==> config.mk <==
export PLATFORM = sky130hd
export DESIGN_NAME = lsu_ctrl
export DESIGN_NICKNAME = d
export VERILOG_FILES = /design/src/rtl/lsu_ctrl.sv
export SDC_FILE = /design/constraint.sdc
export NUM_CORES = 1
export LEC_CHECK = 0
export ABC_AREA = 0
export CAP_MARGIN = 40
export CORE_ASPECT_RATIO = 1.2
export CORE_MARGIN = 2
export CORE_UTILIZATION = 45
export CTS_CLUSTER_SIZE = 14
export DETAILED_ROUTE_END_ITERATION = 6
export DONT_BUFFER_PORTS = 1
export HOLD_SLACK_MARGIN = 0.12
export PLACE_DENSITY = 0.6
export REMOVE_ABC_BUFFERS = 1
export SYNTH_ARGS = -nofsm -noshare
export SYNTH_HDL_FRONTEND = slang
export SYNTH_SLANG_ARGS = --single-unit
==> constraint.sdc <==
create_clock -name clk -period 7.3 [get_ports clk]
set_input_delay 0.73 -clock clk [delete_from_list [all_inputs] [get_ports clk]]
set_output_delay 0.73 -clock clk [all_outputs]
set_load 0.01 [all_outputs]
==> src/rtl/lsu_ctrl.sv <==
// lsu_ctrl: load/store sequencer between the RV32I core and a handshaked data bus.
// Ports: core side (MemRead/MemWrite/LdStrSrc/Addr/WData -> Stall/LdData/LdValid/
//   MisalignExc/BusErrExc), bus side (bus_req/we/addr/be/wdata -> bus_rdata/ack/err).
module lsu_ctrl #(
  parameter  int TIMEOUT = 16,
  localparam int TO_W    = $clog2(TIMEOUT) + 1
) (
  input  logic        clk,
  input  logic        reset,
  input  logic        MemRead,
  input  logic        MemWrite,
  input  logic [2:0]  LdStrSrc,
  input  logic [31:0] Addr,
  input  logic [31:0] WData,
  output logic        Stall,
  output logic [31:0] LdData,
  output logic        LdValid,
  output logic        MisalignExc,
  output logic        BusErrExc,
  output logic        bus_req,
  output logic        bus_we,
  output logic [31:0] bus_addr,
  output logic [3:0]  bus_be,
  output logic [31:0] bus_wdata,
  input  logic [31:0] bus_rdata,
  input  logic        bus_ack,
  input  logic        bus_err
);

  typedef enum logic [1:0] {
    IDLE = 2'd0,
    REQ  = 2'd1,
    DONE = 2'd2
  } state_t;

  state_t      state_q, state_d;
  logic [TO_W-1:0] cnt_q, cnt_d;
  logic        we_q, we_d;
  logic [31:0] addr_q, addr_d;
  logic [3:0]  be_q, be_d;
  logic [31:0] wdata_q, wdata_d;
  logic [1:0]  a_q, a_d;
  logic [2:0]  f3_q, f3_d;
  logic [31:0] ld_data_q, ld_data_d;
  logic        ld_valid_q, ld_valid_d;
  logic        berr_q, berr_d;

  logic        acc, illegal;
  logic [3:0]  be_new;
  logic [31:0] wdata_new;
  logic [31:0] shifted;
  logic [7:0]  byte_v;
  logic [15:0] half_v;
  logic [31:0] ld_ext;
  logic        to_hit, err_now;

  always_comb begin
    acc = MemRead | MemWrite;

    illegal = 1'b1;
    case (LdStrSrc)
      3'b000:  illegal = 1'b0;
      3'b001:  illegal = Addr[0];
      3'b010:  illegal = |Addr[1:0];
      3'b100:  illegal = MemWrite;
      3'b101:  illegal = MemWrite | Addr[0];
      default: illegal = 1'b1;
    endcase

    be_new    = 4'hf;
    wdata_new = WData;
    unique case (1'b1)
      LdStrSrc[1:0] == 2'b00: begin
        be_new    = 4'b0001 << Addr[1:0];
        wdata_new = {4{WData[7:0]}};
      end
      LdStrSrc[1:0] == 2'b01: begin
        be_new    = Addr[1] ? 4'b1100 : 4'b0011;
        wdata_new = {2{WData[15:0]}};
      end
      default: begin
        be_new    = 4'hf;
        wdata_new = WData;
      end
    endcase

    shifted = bus_rdata >> {a_q, 3'b000};
    byte_v  = shifted[7:0];
    half_v  = a_q[1] ? bus_rdata[31:16] : bus_rdata[15:0];
    case (f3_q)
      3'b000:  ld_ext = {{24{byte_v[7]}}, byte_v};
      3'b001:  ld_ext = {{16{half_v[15]}}, half_v};
      3'b100:  ld_ext = {24'd0, byte_v};
      3'b101:  ld_ext = {16'd0, half_v};
      default: ld_ext = bus_rdata;
    endcase

    // An ack on the final timeout cycle still completes; err always wins.
    to_hit  = cnt_q == TO_W'(TIMEOUT - 1);
    err_now = bus_err | (to_hit & ~bus_ack);
  end

  always_comb begin
    state_d    = state_q;
    cnt_d      = cnt_q;
    we_d       = we_q;
    addr_d     = addr_q;
    be_d       = be_q;
    wdata_d    = wdata_q;
    a_d        = a_q;
    f3_d       = f3_q;
    ld_data_d  = ld_data_q;
    ld_valid_d = 1'b0;
    berr_d     = 1'b0;
    case (state_q)
      IDLE: begin
        if (acc && !illegal) begin
          we_d    = MemWrite;
          addr_d  = {Addr[31:2], 2'b00};
          be_d    = be_new;
          wdata_d = wdata_new;
          a_d     = Addr[1:0];
          f3_d    = LdStrSrc;
          state_d = REQ;
        end
      end
      REQ: begin
        cnt_d = cnt_q + 1'b1;
        if (err_now) begin
          berr_d  = 1'b1;
          state_d = DONE;
        end else if (bus_ack) begin
          if (!we_q) ld_data_d = ld_ext;
          ld_valid_d = ~we_q;
          state_d    = DONE;
        end
      end
      DONE: begin
        cnt_d   = '0;
        state_d = IDLE;
      end
      default: state_d = IDLE;
    endcase
  end

  always_ff @(posedge clk or posedge reset) begin
    if (reset) begin
      state_q    <= IDLE;
      cnt_q      <= '0;
      we_q       <= 1'b0;
      addr_q     <= '0;
      be_q       <= '0;
      wdata_q    <= '0;
      a_q        <= '0;
      f3_q       <= '0;
      ld_data_q  <= '0;
      ld_valid_q <= 1'b0;
      berr_q     <= 1'b0;
    end else begin
      state_q    <= state_d;
      cnt_q      <= cnt_d;
      we_q       <= we_d;
      addr_q     <= addr_d;
      be_q       <= be_d;
      wdata_q    <= wdata_d;
      a_q        <= a_d;
      f3_q       <= f3_d;
      ld_data_q  <= ld_data_d;
      ld_valid_q <= ld_valid_d;
      berr_q     <= berr_d;
    end
  end

  // Stall is gated by reset so the core is released the moment reset hits.
  assign Stall = ~reset &
    (((state_q == IDLE) & acc & ~illegal) | (state_q == REQ));
  assign MisalignExc = (state_q == IDLE) & acc & illegal;
  assign bus_req   = state_q == REQ;
  assign bus_we    = we_q;
  assign bus_addr  = addr_q;
  assign bus_be    = be_q;
  assign bus_wdata = wdata_q;
  assign LdData    = ld_data_q;
  assign LdValid   = ld_valid_q;
  assign BusErrExc = berr_q;

endmodule

# After elaboration in Yosys (flattened, before gate mapping)

Cells that the tools add are included.

Register bits: 113
Output and inout bits: 106
Word-level logic and storage cells: 68

$add $sub $neg: 1
Eq/ne operators: 13
Shift operators: 2
Muxes and demuxes: 16
Bitwise gates (word level): 14
Reductions and logical operators: 11

Operators with widths:

| cell                                                 | count |
|---|---|
| one-hot mux 32 bit (4 select lines)                  | 1 |
| one-hot mux 32 bit (2 select lines)                  | 1 |
| >> shifter 32 x 5 -> 8 bit                           | 1 |
| 2-to-1 mux 16 bit                                    | 1 |
| equality test 3 bit (second input constant)          | 4 |
| one-hot mux 5 bit (2 select lines)                   | 1 |
| one-hot mux 4 bit (2 select lines)                   | 1 |
| equality test 3 x 1 -> 1 bit (second input constant) | 2 |
| logical NOT 3 bit                                    | 2 |
| 2-to-1 mux 2 bit                                     | 3 |
| adder 5 x 1 -> 5 bit (second input constant)         | 1 |
| AND 1 bit                                            | 5 |
| equality test 5 x 4 -> 1 bit (second input constant) | 1 |
| 2-to-1 mux 1 bit                                     | 5 |
| NOT 1 bit                                            | 5 |
| one-hot mux 1 bit (5 select lines)                   | 1 |
| equality test 2 x 1 -> 1 bit (second input constant) | 2 |
| logical NOT 2 bit                                    | 2 |
| 2-to-1 mux 4 bit                                     | 1 |
| bitwise OR 1 bit                                     | 4 |
| one-hot mux 2 bit (2 select lines)                   | 1 |
| AND reduction 2 bit                                  | 2 |
| AND reduction 4 bit                                  | 1 |
| << shifter 1 x 2 -> 4 bit (first input constant)     | 1 |
| other kinds (8)                                      | 8 |

# Longest topological paths before layout

Depth after elaboration: 6
Depth in mapped cells: 8
Gate-level depth less buffers: 6

# Least setup slack after synthesis

No wires, ideal clock.

Path kind: input -> output
Start: in LdStrSrc[0]
End: out Stall
Arrival: 1964 ps
Setup slack: 4606 ps
Cell stages on the path: 5
Path buffers: 2
Cells stage by stage: or4_1 buf_2 a21o_1 buf_2 a21oi_1

Word-level cells in the longest chain between the ends: 6

Ends and longest elaborated chain:

| item                                        | RTL line | source |
|---|---|---|
| start: declaration                          | 12       | `input logic [2:0] LdStrSrc,` |
| equality test 3 bit (tied with other cells) | 61       | `case (LdStrSrc)` |
| one-hot mux 1 bit (5 select lines) *        | 61       |  |
| NOT 1 bit *                                 | 176      | `(((state_q == IDLE) & acc & ~illegal) \| (state_q == REQ));` |
| AND 1 bit *                                 | 176      |  |
| bitwise OR 1 bit *                          | 176      |  |
| AND 1 bit *                                 | 175      | `assign Stall = ~reset &` |
| end: declaration                            | 15       | `output logic Stall,` |

Every way passes the cells marked *; elsewhere a longest branch is shown, timed or not.

# Worst setup path after layout

Start: reg state_q[1]
End: out Stall

Word-level cells in the longest chain between the ends: 5

Ends and longest elaborated chain:

| item                     | RTL line | source |
|---|---|---|
| start: declaration       | 36       | `state_t state_q, state_d;` |
| start signal: assignment | 160      | `state_q <= state_d;` |
| logical NOT 2 bit        | 176      |  |
| AND 1 bit (2 in a row)   | 176      |  |
| bitwise OR 1 bit *       | 176      |  |
| AND 1 bit *              | 175      |  |

Marked as above.

==> results.json <==
{
  "status": "finished clean",
  "crit_arrival_ns": 2.18,
  "cap_viol_max_count": 0,
  "fin_crit_sh_pct": 39.8,
  "finalClockSkew_ns": 0.00962,
  "die_w_um": 104,
  "synth-edff-count": 0,
  "ys_ff_latch": 113,
  "syn_avg_cell_area_um2": 11.9,
  "yosysMostFrequentCell": "dfrtp_1",
  "std_cell_rows": 43,
  "crit_path_end": "Stall",
  "start_kind": "flip-flop",
  "cp_max_fo": 11,
  "final_layout_size_suffix_gt1_share_pct": 29.5,
  "critical_path_class": "reg -> out",
  "hold_path_class": "in -> async",
  "firstDrtPassIters": 4,
  "layout.cells.non_filler": 612,
  "drc_errors": 0,
  "power_mw": 2.91,
  "reg2reg_depth": 9,
  "start_util_pct": 46.3,
  "grt_antenna_before_repair": 0,
  "vias": 3634,
  "synth_adder_area_share_pct": 1.16,
  "tightestPinTransition_ns": 0.902,
  "dp.cells": 580,
  "max_freq_mhz": 344,
  "cts_max_level": 4,
  "finalHoldViolations": 0,
  "yosys.area_share.simple_pct": 7.56,
  "slew_viol_final": 0,
  "final.setup.tns_ns": 0,
  "synthMuxAreaShare_pct": 22.3,
  "die_y_um": 124,
  "timing.rr.start": "state_q[1]",
  "cts_tree": "yes",
  "portBuffers": 0,
  "placed_area_um2": 5470,
  "synth_top_family_by_area": "multiplexers",
  "core_um2": 11600,
  "rrSetupSlack_ns": 4.43,
  "synth_cell_types": 46,
  "wl_per_cell_um": 20.9,
  "synth_xor_area_share_pct": 0,
  "clock-sinks": 113,
  "crit_start": "state_q[1]",
  "grt_max_degree": 66,
  "post-place-ws_ns": 4.48,
  "grt.overflow.total": 0,
  "cp_cell_sequence": "inv_1 -> ha_1 -> o21ai_0 -> a21o_1 -> a21oi_1",
  "critPathTopFamily": "compound AO/OA/AOI/OAI gates",
  "avgViaCountPerCell": 5.94,
  "fin_ws_ns": 4.39,
  "hold_buffers": 0,
  "setup_viol": 0,
  "cts_resized": 0,
  "wirelength_um": 12800,
  "fp.dieArea_um2": 12800,
  "nets": 552,
  "synth_flop_cell": "dfrtp_1",
  "drt-initial-drc-count": 158,
  "yosys_warnings": 0,
  "crit_required_ns": 6.57,
  "grt_usage_pct": 20.0,
  "min_period_ns": 2.91,
  "slowest_stage": "dfrtp_1",
  "reg2reg_to": "LdData[22]",
  "grt_pass1_wl_um": 20100,
  "globalplace.congestion": 0.769,
  "ir_worst_vdd_mv": 0.206,
  "root_buffer": "clkbuf_16",
  "rsz0062_at_grt": "false",
  "clockBufferDepth": 2,
  "power_density_nw_per_um2": 476,
  "synthArstFlopShare_pct": 100,
  "cpPeakStageDelay_ns": 0.40,
  "synth_common_cells": "dfrtp_1 (113), mux2_2 (93), nor2_1 (36)",
  "grt_pass1_vias": 3808,
  "cts_inserted_buffers": 17,
  "path_depth": 5,
  "insertion_delay_ns": 0.40,
  "clk_pin_slew_ns": 0.05,
  "mappedNetlistArea_um2": 5380,
  "n_antenna_cell": 0,
  "dp_hpwl_um": 8830,
  "synth_top_area_share_pct": 52.6,
  "ios": 211,
  "synth_compound_area_share_pct": 12.0,
  "path_buf_inv": 1,
  "area_delta_synth_final_pct": 13.7,
  "synthCells": 450,
  "post-cts-setup-buffers": 0,
  "synth.area.top_cells": "dfrtp_1 (53%), mux2_2 (19%), nor2_1 (2.5%), mux2i_1 (2.4%), o22ai_1 (2.0%)",
  "synth_seq_area_share_pct": 52.6,
  "synth_area_leader_cell": "dfrtp_1",
  "critPathCaptureType": "primary output",
  "ant_nets": 0,
  "fin_area_um2": 6110,
  "p_leak_nw": 2.50,
  "relSlewSlack_pct": 39.7
}
final cells by class:
class	count	area (um2)
clock buffer	19	433
tap	157	196
sequential	113	2830
inverter	12	47.5
timing repair buffer	6	72.6
fill	1057	5510
clock inverter	13	211
multi-input combinational	292	2320
routing by layer:
metal / wire (um) / GRT usage [%] / vias to the layer above
met5: 0 / 0 / -
met4: 219 / 7.09 / 0
met3: 1380 / 9.16 / 15
met2: 6510 / 33.6 / 187
met1: 4660 / 22.7 / 1800
li1: - / - / 1632
cells in the final DEF (no fill, tap or decap), types with 3 or more instances in the layout:
master      count
nand2_1        19
mux2_2         93
o21ai_0        15
ha_1            5
o32ai_1         7
nor3b_1         9
bufinv_16       5
nor2b_1         3
clkinvlp_4      4
a211oi_1       14
clkbuf_16      17
a2111oi_0       8
dfrtp_1       113
a21oi_1        21
buf_4           4
inv_1          10
mux2i_1        13
o22ai_1        17
nor2_1         36
clkinv_4        3
nand2b_1        3
cells by family (layout without fill, tap and decap cells):
logic type,after synthesis,after routing
simple gates,82,82
other cells,1,2
compound gates,96,96
mux,107,107
buf+inv,46,50
flops,113,113
fa+ha+maj,5,5
sequential cells by signal (all words and copies together), names as in the netlist:
register	count
LdData	32
bus_wdata	32
bus_addr	30
cnt_q	5
bus_be	4
f3_q	3
a_q	2
state_q	2
BusErrExc	1
LdValid	1
bus_we	1
worst min path at each step:
stage                     slack [ns]  startpoint  cells past startpoint         to
after global placement          0.47    cnt_q[3]                      1   cnt_q[3]
after floorplan                 0.44    cnt_q[3]                      1   cnt_q[3]
after detailed placement        0.48    cnt_q[3]                      1   cnt_q[3]
after global routing            0.31       reset                      1  BusErrExc
final                           0.27       reset                      1  BusErrExc
after CTS                       0.29       reset                      1  BusErrExc
metrics by stage:
| step | utilization (%) | hold slack, ns |
|---|---|---|
| 6_report | 52.6 | 0.272 |
| 5_1_grt | 52.6 | 0.306 |
| 4_1_cts | 52.6 | 0.290 |
| 3_5_place_dp | 47.1 | 0.477 |
| 3_3_place_gp | 46.6 | 0.474 |
| 2_1_floorplan | - | 0.443 |
report_power, final:
group | internal (mW) | switching (mW)
registers | 0.940 | 0.418
clock network | 0.606 | 0.293
logic | 0.354 | 0.298
Note: power is estimated with default switching activity, not from simulation.
